File: src/rtl/lfsr_stream.sv
// rtl/lfsr_stream.sv - LFSR random word generator with valid/ready word output
// Optional feature macro: LFSR_STREAM_LOCKUP_COUNT_EN adds the lockup_count output.
module lfsr_stream #(
  parameter int               WIDTH      = 16,
  parameter logic [WIDTH-1:0] INIT_VALUE = 16'hACE1,
  parameter logic [WIDTH-1:0] FEEDBACK   = 16'h002D,
  parameter int               MODE       = 0,
  parameter int               OUT_BITS   = 8
) (
  input  logic                clk,
  input  logic                rst,
  input  logic                random,
  input  logic                seed_load,
  input  logic [WIDTH-1:0]    seed,
  output logic [OUT_BITS-1:0] out_word,
  output logic                out_valid,
  input  logic                out_ready,
  output logic [WIDTH-1:0]    shiftreg
`ifdef LFSR_STREAM_LOCKUP_COUNT_EN
  ,
  output logic [15:0]         lockup_count
`endif
);

  // Counter must be able to hold OUT_BITS after the final step of a word.
  localparam int CW = $clog2(OUT_BITS + 1);
  localparam logic [CW-1:0] LAST = CW'(OUT_BITS - 1);

  typedef enum logic {
    FILL = 1'b0,
    HOLD = 1'b1
  } state_t;

  state_t                state_q;
  state_t                state_d;
  logic [CW-1:0]         bit_cnt;
  logic [WIDTH-1:0]      fib_next;
  logic [WIDTH-1:0]      gal_next;
  logic [WIDTH-1:0]      step_raw;
  logic [WIDTH-1:0]      step_val;
  logic                  step_zero;
  logic [WIDTH-1:0]      seed_val;
  logic                  seed_zero;
  logic [OUT_BITS-1:0]   word_next;
  logic                  do_step;
  logic                  last_bit;
  logic                  handshake;

  // Next LFSR value for both topologies, with substitution of the all-zero lock-up state.
  always_comb begin
    fib_next  = {random ^ (^(shiftreg & FEEDBACK)), shiftreg[WIDTH-1:1]};
    gal_next  = {random, shiftreg[WIDTH-1:1]} ^ (shiftreg[0] ? FEEDBACK : '0);
    step_raw  = (MODE == 1) ? gal_next : fib_next;
    step_zero = (step_raw == '0);
    step_val  = step_zero ? INIT_VALUE : step_raw;
    seed_zero = (seed == '0);
    seed_val  = seed_zero ? INIT_VALUE : seed;
  end

  // The pre-step LSB enters the word at the top and older bits move down.
  generate
    if (OUT_BITS == 1) begin : g_word_one
      assign word_next = shiftreg[0];
    end else begin : g_word_many
      assign word_next = {shiftreg[0], out_word[OUT_BITS-1:1]};
    end
  endgenerate

  assign last_bit  = (bit_cnt == LAST);
  assign handshake = out_valid && out_ready;

  // FSM next state: FILL steps every cycle, HOLD waits for the consumer; seed_load restarts filling.
  always_comb begin
    state_d = state_q;
    do_step = 1'b0;
    case (state_q)
      FILL: begin
        do_step = 1'b1;
        if (last_bit) state_d = HOLD;
      end
      HOLD: begin
        if (handshake) state_d = FILL;
      end
      default: state_d = FILL;
    endcase
    if (seed_load) state_d = FILL;
  end

  // FSM state register.
  always_ff @(posedge clk) begin
    if (!rst) state_q <= FILL;
    else      state_q <= state_d;
  end

  // Datapath: seed_load beats stepping and the handshake clear; nothing moves in HOLD otherwise.
  always_ff @(posedge clk) begin
    if (!rst) begin
      shiftreg  <= INIT_VALUE;
      out_word  <= '0;
      out_valid <= 1'b0;
      bit_cnt   <= '0;
    end else if (seed_load) begin
      shiftreg  <= seed_val;
      bit_cnt   <= '0;
      out_valid <= 1'b0;
    end else if (do_step) begin
      shiftreg <= step_val;
      out_word <= word_next;
      bit_cnt  <= bit_cnt + CW'(1);
      if (last_bit) out_valid <= 1'b1;
    end else if (handshake) begin
      bit_cnt   <= '0;
      out_valid <= 1'b0;
    end
  end

`ifdef LFSR_STREAM_LOCKUP_COUNT_EN
  logic zero_sub;
  assign zero_sub = seed_load ? seed_zero : (do_step && step_zero);

  // Saturating count of every time INIT_VALUE replaced an all-zero state.
  always_ff @(posedge clk) begin
    if (!rst) begin
      lockup_count <= '0;
    end else if (zero_sub && (lockup_count != 16'hFFFF)) begin
      lockup_count <= lockup_count + 16'd1;
    end
  end
`endif

endmodule
File: config.mk
export PLATFORM = sky130hd
export DESIGN_NAME = lfsr_stream
export DESIGN_NICKNAME = d
export VERILOG_FILES = /design/src/rtl/lfsr_stream.sv
export SDC_FILE = /design/constraint.sdc
export NUM_CORES = 1
export LEC_CHECK = 0
export CAP_MARGIN = 20
export CORE_AREA = 5 5 64 66
export CTS_CLUSTER_DIAMETER = 30
export DETAILED_ROUTE_END_ITERATION = 6
export DIE_AREA = 0 0 69 71
export GPL_TIMING_DRIVEN = 0
export PLACE_DENSITY = 0.75
export SYNTH_ARGS = -nofsm -noshare
export SYNTH_HDL_FRONTEND = slang
export SYNTH_SLANG_ARGS = --single-unit
File: constraint.sdc
create_clock -name clk -period 3 [get_ports clk]
set_clock_uncertainty 0.1 [all_clocks]
set_input_delay 0.6 -clock clk [delete_from_list [all_inputs] [get_ports clk]]
set_output_delay 0.6 -clock clk [all_outputs]
set_load 0.02 [all_outputs]
After elaboration in Yosys (flattened, before gate mapping). Cells that the tools add are included.

Add/sub/neg operators: 1. Multipliers: 0. Div/mod/pow operators: 0. Order comparisons: 0. Equality and inequality tests: 3. Shift-type cells: 0. Muxes and demuxes: 12. Bitwise gates (word level): 4. Reduce and logical (&&, ||, !) cells: 8.

Operators by type and width (count): two-way mux 16 bit (4); logical NOT 16 bit (2); parity 16 bit (1); two-way mux 4 bit (2); two-way mux 1 bit (5); adder 4 x 1 -> 4 bit, second input constant (1); equality test 4 x 3 -> 1 bit, second input constant (1); AND reduction 2 bit (2); inverter 1 bit (3); != test 2 x 1 -> 1 bit, second input constant (1); != test 2 bit, second input constant (1); one-hot mux 1 bit (2 select lines) (1); nonzero test 2 bit (1); OR reduction 2 bit (1); logical AND 1 bit (1); XOR 1 bit (1).

Bits in registers: 30. Bits in latches: 0. Bits in writable memories: 0. Bits in read-only memories: 0. Input port bits: 21. Output and inout bits: 25. Logic and storage cells: 33. Memories: 0.

Logic depth before layout (Yosys ltp). Gate-level depths: netlist (run 1).

Depth in word-level cells: 6. Gate-level depth with buffers: 6.

Worst setup path after synthesis (run 1). Ideal clock, no wire load.

Kind: reg2reg. Start point: reg shiftreg[0]. End point: reg shiftreg[0]. Setup time: 0.135 ns. Data arrival time: 1.474 ns. Data required time: 2.765 ns. Setup slack: 1.291 ns. Cell stages (with the launch flop): 5. Path through: dfxtp_1 xnor3_2 xnor2_2 a32oi_4 nand3_1.

Longest elaborated chain between the ends: 6.

Ends and longest elaborated chain: start: declaration (RTL line 18) `output logic [WIDTH-1:0] shiftreg`; start signal: assignment (RTL line 103) `shiftreg <= seed_val;`; start signal: assignment (RTL line 107) `shiftreg <= step_val;`; parity 16 bit (RTL line 51) `fib_next = {random ^ (^(shiftreg & FEEDBACK)), shiftreg[WIDTH-1:1]};`; XOR 1 bit (RTL line 51); logical NOT 16 bit (RTL line 54) `step_zero = (step_raw == '0);`; two-way mux 16 bit (RTL line 55) `step_val = step_zero ? INIT_VALUE : step_raw;`; two-way mux 16 bit (RTL line 106) `end else if (do_step) begin`; two-way mux 16 bit (RTL line 102) `end else if (seed_load) begin`.

Every way passes these cells. The select of a mux whose other input is x is not followed. A chain may end at the register's enable or synchronous reset.

Worst setup path after layout (run 1).
Start point: reg shiftreg[5]. End point: out shiftreg[5].

No word-level cell between the ends.

==> results.md, run 1 <==
- The area occupied by registers is 600.6 sq um.
- In this run, synthesis produced a sequential element count of 30.
- Of the available clock period, the critical path in the final layout requires 0.7374.
- The worst hold path begins at out_word[0].
- At the end of the flow the core is filled with cells to 0.5753.
- The initialized floorplan defines 22 standard-cell rows.
- For the worst-skew pair, the clock arrives at the later sink with an insertion delay of 0.34 ns.
- In this run the critical register-to-register path is launched from shiftreg[0].
- The largest delay contributor family on the critical path is buffers and inverters.
- The critical path's largest stage delay is 0.67 ns.
- The final-report hold violation count is 0.
- The startpoint class of the critical path is a flop.
- Setup repair after global routing left no endpoint under its margin.
- In this run the number of cells on the critical path is 1.
- The number of buffers added to fix hold violations after cts is 0.
- The top-level I/O count is 46.
- The detailed-route wire length is 3733 um.
- The min-delay analysis places its worst path in the category reg -> reg.
- The placer's final routability congestion estimate is 0.8096.
- The setup path with the least slack is of type reg -> out.
- After detailed routing, the number of remaining DRC violations is 0.
- Yosys printed 0 warnings.
- No sink is reached through more buffers than the 2 on the longest clock path.
- The worst hold path terminates at out_word[0].
- For met2 alone, demand over resource in global routing was 0.2701.
- Walking the worst path, the cells encountered are clkdlybuf4s50_1.
- Yosys attributes the largest share of cell area to sky130_fd_sc_hd__dfxtp_1 (41%), sky130_fd_sc_hd__mux2i_1 (10%), sky130_fd_sc_hd__nand2_1 (6.7%).
- The flow ran to the end, and the final reports show no timing, DRC or antenna violations.
- Adding up every negative setup slack in the final design gives 0 ns.
- After technology mapping, the gate count stands at 169.
- Counting flops with a built-in enable in the synthesized netlist gives 0.
- The smallest clock period supported by the final layout is computed as 2.212 ns.
- The net count after synthesis is 191.
- The layout has 354 filler cells.
- The sequential cell area fraction in the yosys report is 0.4096.
- The number of input and output port buffers inserted is 44.
- The length in cells of the worst reg-to-reg path is 4.
- The number of antenna violations at the first check in global routing came to 0.
- The average cell area after synthesis is 8.677 sq um.
- After global routing, the most crowded layer is met2.
- The tree is rooted in a sky130_fd_sc_hd__clkbuf_4.
- The wire-length estimate of the detail-placed layout is 2766 um.
- The count of buffers added by post-CTS timing repair for setup is 0.
- The number of max-slew violations in the final report came to 0.
- After clock tree synthesis, the clock-pin slew on the worst setup and hold paths is 0.09 ns.
- Of the cells placed in the final design, the portion with a size suffix greater than 1 is 0.07240.
- The count of buffer and inverter cells on the critical path is 1.
- The most used flip-flop cell after synthesis is sky130_fd_sc_hd__dfxtp_1.
- For this block, the via count after detailed routing is 1389.
- The dominant cell type by area after synthesis is sky130_fd_sc_hd__dfxtp_1.
- The arrival time of data at the critical path endpoint is 1.51 ns.
- The end of the worst register-to-register path is shiftreg[5].
- The H-tree was split into 2 levels.
- For this run, the top clock speed supported by timing is 452.1 MHz.
- The total power density per cell area is 426.9 nW/um^2.
- Headroom to the max-slew limit came out at 0.6853.
- The count of nets left with antenna violations once routing finished came out at 0.
- The leakage power of the design is 0.7090 nW.
- After the first detailed-routing iteration, the DRC count stood at 92.
- The maximum number of pins on one net before global-route repair is 11.
- Counting instances, the worst hold path has a depth of 2.
- The worst-margin pin slew is 0.4720 ns.
- Across the run, the number of max-cap violations was 0.
- In this run the worst path has a maximum fanout of 5.
- The floorplan step defined a core boundary enclosing 3523 sq um.
- The initial utilization of the core area, before any placement, comes to 0.4162.
- For this run, the total global-route usage over all layers was measured as 0.1658.
- The clock tree from TritonCTS is built.
- The share of synthesized area in the top cell type comes to 0.4096.
- The sort of element at the end of the critical path is a primary output.
- Setup violations remaining at the end of the flow were counted as 0.
- The first-pass GRT wire length is 6555 um.
- Global routing finished with a remaining overflow of 0.
- The horizontal die dimension is 69 um.
- In the global route stage, met1 resource usage came out at 0.2049.
- The area growth from synthesis to layout is 38.23%.
- At the worst endpoint, the required time is 2.30 ns.
- The via count of the first global-routing pass came to 1386.
- The setup slack of the most critical reg-to-reg path is 1.28 ns.
- On the critical path, the stage with the largest delay is an instance of sky130_fd_sc_hd__clkdlybuf4s50_1.
- The first detailed-routing pass took 5 iterations.
- The number of resized instances in the post-cts repair step is 0.
- The share of synthesized flip-flops with an asynchronous set or reset is 0.
- The floorplan step defined a die boundary enclosing 4899 sq um.
- The combined area of the multi-input logic cells is 819.5 sq um.
- The net count of the finished layout is 242.
- The number of sinks driven by the clock tree is 30.
- The number of vias per cell after detailed routing is 5.164.
- Measured along the y axis, the die boundary spans 71 um.
- VDD sags by at most 259.7 uV.
- The number of antenna diodes in the final layout is 0.
- The global routing met3 resource utilization is 0.06392.
- The number of distinct library cell variants in the gate-level netlist after synthesis is 33.
- The post-detailed-route wirelength per cell is 13.88 um.
- The total clock buffers created by CTS is 5.
- The mapped netlist covers 1466 sq um.
[synthesized netlist by cell type (2+ instances only)]
cell / number
sky130_fd_sc_hd__a21oi_1: 11
sky130_fd_sc_hd__o21ai_1: 6
sky130_fd_sc_hd__nand2b_1: 2
sky130_fd_sc_hd__buf_2: 4
sky130_fd_sc_hd__and2_1: 9
sky130_fd_sc_hd__nor4_1: 7
sky130_fd_sc_hd__a31oi_1: 3
sky130_fd_sc_hd__and4_1: 2
sky130_fd_sc_hd__dfxtp_1: 30
sky130_fd_sc_hd__o21ai_0: 5
sky130_fd_sc_hd__a21boi_0: 3
sky130_fd_sc_hd__nand2_1: 26
sky130_fd_sc_hd__a21boi_1: 5
sky130_fd_sc_hd__clkbuf_1: 5
sky130_fd_sc_hd__nand3_1: 9
sky130_fd_sc_hd__mux2i_1: 15
sky130_fd_sc_hd__nor2_1: 11
[area by class of cell]
cell class / count / share of cell area
multi-input combinational: 128 / 0.4043
timing repair buffer: 44 / 0.2173
sequential: 30 / 0.2963
clock buffer: 7 / 0.02716
buffer: 10 / 0.02099
clock inverter: 1 / 0.002469
inverter: 1 / 0.001852
tap: 48 / 0.02963
[per-layer routing]
layer / share of wire / vias to the layer above
met5: 0 / -
met4: 0.011 / 0
met3: 0.072 / 4
met2: 0.45 / 49
met1: 0.47 / 638
li1: - / 698
[report_power, final]
part / total [mW] / internal [mW] / leakage, nW / switching (mW)
registers: 0.439 / 0.417 / 0.247 / 0.0221
logic: 0.170 / 0.0896 / 0.427 / 0.0805
clock network: 0.256 / 0.113 / 0.0353 / 0.142
[registers in the layout, indices dropped and copies added (netlist names)]
| signal | count |
|---|---|
| bit_cnt | 4 |
| shiftreg | 16 |
| state_q | 1 |
| out_valid | 1 |
| out_word | 8 |
[per-stage QoR]
step	hold WS, ns	power, mW	instances	instance area [sq um]	setup WS (ns)
3_3_place_gp	0.3421	0.6175	261	1967	0.8118
3_5_place_dp	0.3476	0.6188	261	1967	0.7979
5_1_grt	0.3869	0.9077	269	2027	0.7223
2_1_floorplan	0.3581	0.5353	169	1466	1.291
6_report	0.3552	0.8653	269	2027	0.7879
4_1_cts	0.3600	0.8744	269	2027	0.7665
[layout by cell type, fill, tap and decap left out, types with 2 or more instances in the layout]
| cell | netlist | layout |
|---|---|---|
| sky130_fd_sc_hd__o21ai_0 | 5 | 5 |
| sky130_fd_sc_hd__clkbuf_1 | 5 | 6 |
| sky130_fd_sc_hd__dfxtp_1 | 30 | 30 |
| sky130_fd_sc_hd__nand2_1 | 26 | 26 |
| sky130_fd_sc_hd__and2_1 | 9 | 9 |
| sky130_fd_sc_hd__and4_1 | 2 | 2 |
| sky130_fd_sc_hd__a31oi_1 | 3 | 3 |
| sky130_fd_sc_hd__clkdlybuf4s50_1 | 0 | 44 |
| sky130_fd_sc_hd__nor4_1 | 7 | 7 |
| sky130_fd_sc_hd__nand2b_1 | 2 | 2 |
| sky130_fd_sc_hd__nor2_1 | 11 | 11 |
| sky130_fd_sc_hd__mux2i_1 | 15 | 15 |
| sky130_fd_sc_hd__o21ai_1 | 6 | 6 |
| sky130_fd_sc_hd__a21boi_0 | 3 | 3 |
| sky130_fd_sc_hd__buf_2 | 4 | 4 |
| sky130_fd_sc_hd__nand3_1 | 9 | 9 |
| sky130_fd_sc_hd__a21oi_1 | 11 | 11 |
| sky130_fd_sc_hd__clkbuf_4 | 0 | 5 |
| sky130_fd_sc_hd__a21boi_1 | 5 | 5 |
[worst max-delay path by stage]
stage | from | end
3_5_place_dp | random | shiftreg[5]
3_3_place_gp | random | shiftreg[5]
5_1_grt | shiftreg[5] | shiftreg[5]
6_report | shiftreg[5] | shiftreg[5]
2_1_floorplan | shiftreg[0] | shiftreg[0]
4_1_cts | shiftreg[5] | shiftreg[5]
[logic make-up (layout without fill, tap and decap cells)]
| logic type | count (synthesis) | after routing | share of synthesized area |
|---|---|---|---|
| mux | 15 | 15 | 0.1024 |
| flops | 30 | 30 | 0.4096 |
| buf+inv | 11 | 63 | 0.03157 |
| xor+xnor | 3 | 3 | 0.04608 |
| compound gates | 37 | 37 | 0.1621 |
| simple gates | 72 | 72 | 0.2398 |
| fa+ha+maj | 1 | 1 | 0.008531 |
[worst min-delay path, delay by kind of cell, from the launching register on]
kind	cells	cell delay, ns
compound gates	1	0.05
simple gates	1	0.05
flops	1	0.32
(Power assumes the default switching activity.)
==> inputs of run 2 (changes only) <==
--- a/config.mk
+++ b/config.mk
@@ -6,12 +6,12 @@
 export NUM_CORES = 1
 export LEC_CHECK = 0
 export CAP_MARGIN = 20
-export CORE_AREA = 5 5 64 66
+export CORE_AREA = 5 5 66 68
 export CTS_CLUSTER_DIAMETER = 30
 export DETAILED_ROUTE_END_ITERATION = 6
-export DIE_AREA = 0 0 69 71
+export DIE_AREA = 0 0 71 73
 export GPL_TIMING_DRIVEN = 0
-export PLACE_DENSITY = 0.75
+export PLACE_DENSITY = 0.73
 export SYNTH_ARGS = -nofsm -noshare
 export SYNTH_HDL_FRONTEND = slang
 export SYNTH_SLANG_ARGS = --single-unit
==> constraint.sdc (replaced) <==
create_clock -name clk -period 1.8 [get_ports clk]
set_clock_uncertainty 0.1 [all_clocks]
set_input_delay 0.36 -clock clk [delete_from_list [all_inputs] [get_ports clk]]
set_output_delay 0.36 -clock clk [all_outputs]
set_load 0.02 [all_outputs]
==> run 2 against run 1 <==
Effect of this change:
- worst setup slack got worse by 0.75 ns
- largest cell class unchanged
- total power grew 82%
- design area grew 2.5%
- combinational power rose by 64%
- register-to-register slack got worse by 1.2 ns
- flip-flop and latch count unchanged
- die area up 5.8%
==> results.md, run 2 (synthesized netlist as in run 1, its figures left out) <==
- The flow ran to the end, and the final reports show no timing, DRC or antenna violations.
- The congestion estimate from routability-driven global placement came to 0.7998.
- In this run the number of cells on the critical path is 1.
- The final total negative setup slack is 0 ns.
- The number of buffers and inverters on the critical path is 1.
- More flip-flops sit in one register than any other, and that register is shiftreg.
- The estimated wirelength of the detail-placed design is 2713 um.
- The remaining max-slew budget at the tightest pin is 0.6706.
- In this run, the number of DRC markers left after iteration 0 of detailed routing was 110.
- Dividing the final minimum period by the clock period gives 0.9798.
- The effective utilization at floorplan is 0.3860.
- For this design the ratio of total power to cell area is 756.3 nW/um^2.
- After global routing the overflow that remains totals 0.
- Clock-pin slew was measured on the worst setup and hold paths at 0.06 ns.
- The routed layout has 1388 vias.
- Traced cell by cell, the critical path runs through clkdlybuf4s50_1.
- Dividing the detail-routed via count by the number of cells gives 5.122.
- The setup slack of the most critical reg-to-reg path is 0.08 ns.
- At the worst endpoint, the required time is 1.34 ns.
- The internal power is 1.150 mW.
- The antenna diode count is 0.
- The setup violation total in the final timing report is 0.
- The type of the worst setup path is reg -> out.
- The register with the most flip-flops in the layout has 16 of them.
- The first global-routing pass estimated 6196 um of wire.
- Buffers placed on the I/O ports in this run total 44.
- The worst setup path is captured at a primary output.
- In this run the most critical hold path is launched from out_word[0].
- Counting along the longest clock path gives a buffer depth of 2.
- Of the total power, registers draw 0.467.
- The final layout contains 242 nets.
- The critical path's largest stage delay is 0.64 ns.
- The area growth from synthesis to layout is 41.64%.
- The floorplan die area is 5183 sq um.
- The final-layout fill cell count is 381.
- The via count of the first global-routing pass came to 1363.
- In this run the critical register-to-register path is captured at shiftreg[5].
- The number of remaining DRC errors is 0.
- The slowest stage of the critical path belongs to the cell sky130_fd_sc_hd__clkdlybuf4s50_1.
- After detailed routing, the total wire length is 3681 um.
- For the pin with the worst max-slew slack, the measured transition is 0.4904 ns.
- Across the VDD grid, the largest voltage drop is 372.2 uV.
- For the worst flop-to-flop path, the logic depth is 4.
- The top achievable clock speed is 567.0 MHz.
- The leakage power of the design is 0.8099 nW.
- The share of cells above drive strength 1 is 0.07692.
- In this run the core area contains 23 standard-cell rows.
- The number of placed instances, taps included is 263.
- The number of max-slew violations in the final report came to 0.
- The number of antenna violations at the first check in global routing is 0.
- The instance count along the most critical hold path is 2.
- The switching portion of total power is 0.2680.
- The library cells used most frequently in the layout, excluding fill and tap cells, are sky130_fd_sc_hd__clkdlybuf4s50_1 (35), sky130_fd_sc_hd__dfxtp_1 (29), sky130_fd_sc_hd__nand2_1 (26).
- In this run, CTS created clock tree buffers numbering 5.
- The commonest non-fill, non-tap cell in the layout is sky130_fd_sc_hd__clkdlybuf4s50_1.
- The worst setup path is launched from a flop.
- In this run the count of I/O pins placed on the die edge is 46.
- The sink of the worst hold path is out_word[0].
- The post-route cell area is 2077 sq um.
- Once detail routing completed, the nets flagged for antenna violations numbered 0.
- The final critical-path required period is 1.764 ns.
- In this run the cell area measured after placement is 1969 sq um.
- Total power for the finished layout comes to 1.571 mW.
- The clock network power share is 0.356.
- In this run the worst hold path is classified as reg -> reg.
- The reg-to-reg critical path startpoint is shiftreg[0].
- The H-tree generated during clock tree synthesis spans 2 levels.
- At the worst endpoint, the arrival time is 1.30 ns.
- The total of max-cap violations is 0.
- The aggregate global-route resource usage is 0.1540.
- In this run the vertical extent of the chip is 73 um.
- The first detailed-routing pass took 4 iterations.
- Measured on the finished design, the core utilization comes to 0.5468.
- The root buffer cell chosen for the clock tree is sky130_fd_sc_hd__clkbuf_8.
- Summed over all nets, the switching power comes to 0.4209 mW.
- The final-report hold violation count is 0.
- The clock tree from TritonCTS is built.
- On the final layout, the worst hold slack is 0.3531 ns.
- The biggest fanout along the worst timing path is 4.
- The maximum number of pins on one net before global-route repair is 11.
- Once routing completed, OpenROAD measured the worst setup slack at 0.03633 ns.
- After clock tree synthesis, the flow added hold-fix buffers numbering 0.
- The largest delay contributor family on the critical path is buffers and inverters.
- The pre-CTS worst setup slack is -0.1295 ns.
- The core region is 3799 sq um.
- The clock drives 30 sinks.
- Dividing the detail-routed wire length by the instance count gives 13.58 um.
- The non-filler instance count after layout is 271.
- In the final layout, the registers with the most flip-flops are shiftreg: 16 flops, out_word: 8 flops, bit_cnt: 4 flops.
- The horizontal die dimension is 71 um.
- The share of total power dissipated in combinational logic is 0.177.
- The clock insertion delay at the later pin of the skew report is 0.28 ns.
[run 2: cell count changes in the layout (fill, tap and decap cells not counted)]
cell / change
sky130_fd_sc_hd__clkbuf_4: -5
sky130_fd_sc_hd__clkbuf_8: +5
sky130_fd_sc_hd__clkdlybuf4s50_1: -9
sky130_fd_sc_hd__dfxtp_1: -1
sky130_fd_sc_hd__dfxtp_2: +1
sky130_fd_sc_hd__dlygate4sd2_1: +2
sky130_fd_sc_hd__dlymetal6s2s_1: +7
[run 2: worst max path at each step]
stage	slack (ns)	endpoint	from
finish	0.04	shiftreg[14]	shiftreg[14]
global route	-0.0004	shiftreg[14]	shiftreg[14]
CTS	0.007	shiftreg[3]	shiftreg[3]
detailed placement	-0.13	shiftreg[5]	random
global placement	-0.14	shiftreg[5]	random
floorplan	0.09	shiftreg[0]	shiftreg[0]
[run 2: per-layer routing]
layer / share of wire / global-route usage / wire [um] / vias to the layer above
li1: - / - / - / 700
met1: 0.45 / 0.1907 / 1658 / 634
met2: 0.47 / 0.2420 / 1725 / 45
met3: 0.056 / 0.03719 / 207 / 9
met4: 0.024 / 0.09395 / 89 / 0
met5: 0 / 0 / 0 / -
[run 2: timing repair]
item	CTS	global route
buffers inserted	0	0
endpoints found under the setup margin	2	7
resized for setup	3	7
[run 2: area by class of cell]
type / instances / area, sq um / share of cell area
timing repair buffer: 44 / 455.4 / 0.2193
multi-input combinational: 128 / 819.5 / 0.3946
clock buffer: 7 / 86.33 / 0.04157
clock inverter: 1 / 5.005 / 0.002410
buffer: 10 / 42.54 / 0.02048
sequential: 30 / 601.8 / 0.2898
tap: 50 / 62.56 / 0.03012
inverter: 1 / 3.754 / 0.001807
[run 2: worst register-to-register path: stages, from the launching register on]
cell	delay [ns]
sky130_fd_sc_hd__dfxtp_1	0.37
sky130_fd_sc_hd__xnor3_2	0.45
sky130_fd_sc_hd__xnor2_2	0.17
sky130_fd_sc_hd__a32oi_4	0.35
sky130_fd_sc_hd__nand3_1	0.12
[run 2: power groups by stage]
| stage | registers [mW] | clock network, mW | logic [mW] |
|---|---|---|---|
| 6_report | 0.734 | 0.559 | 0.278 |
| 5_1_grt | 0.739 | 0.599 | 0.302 |
| 4_1_cts | 0.734 | 0.569 | 0.283 |
| 3_5_place_dp | 0.748 | 0 | 0.282 |
| 3_3_place_gp | 0.748 | 0 | 0.281 |
| 2_1_floorplan | 0.776 | 0 | 0.116 |
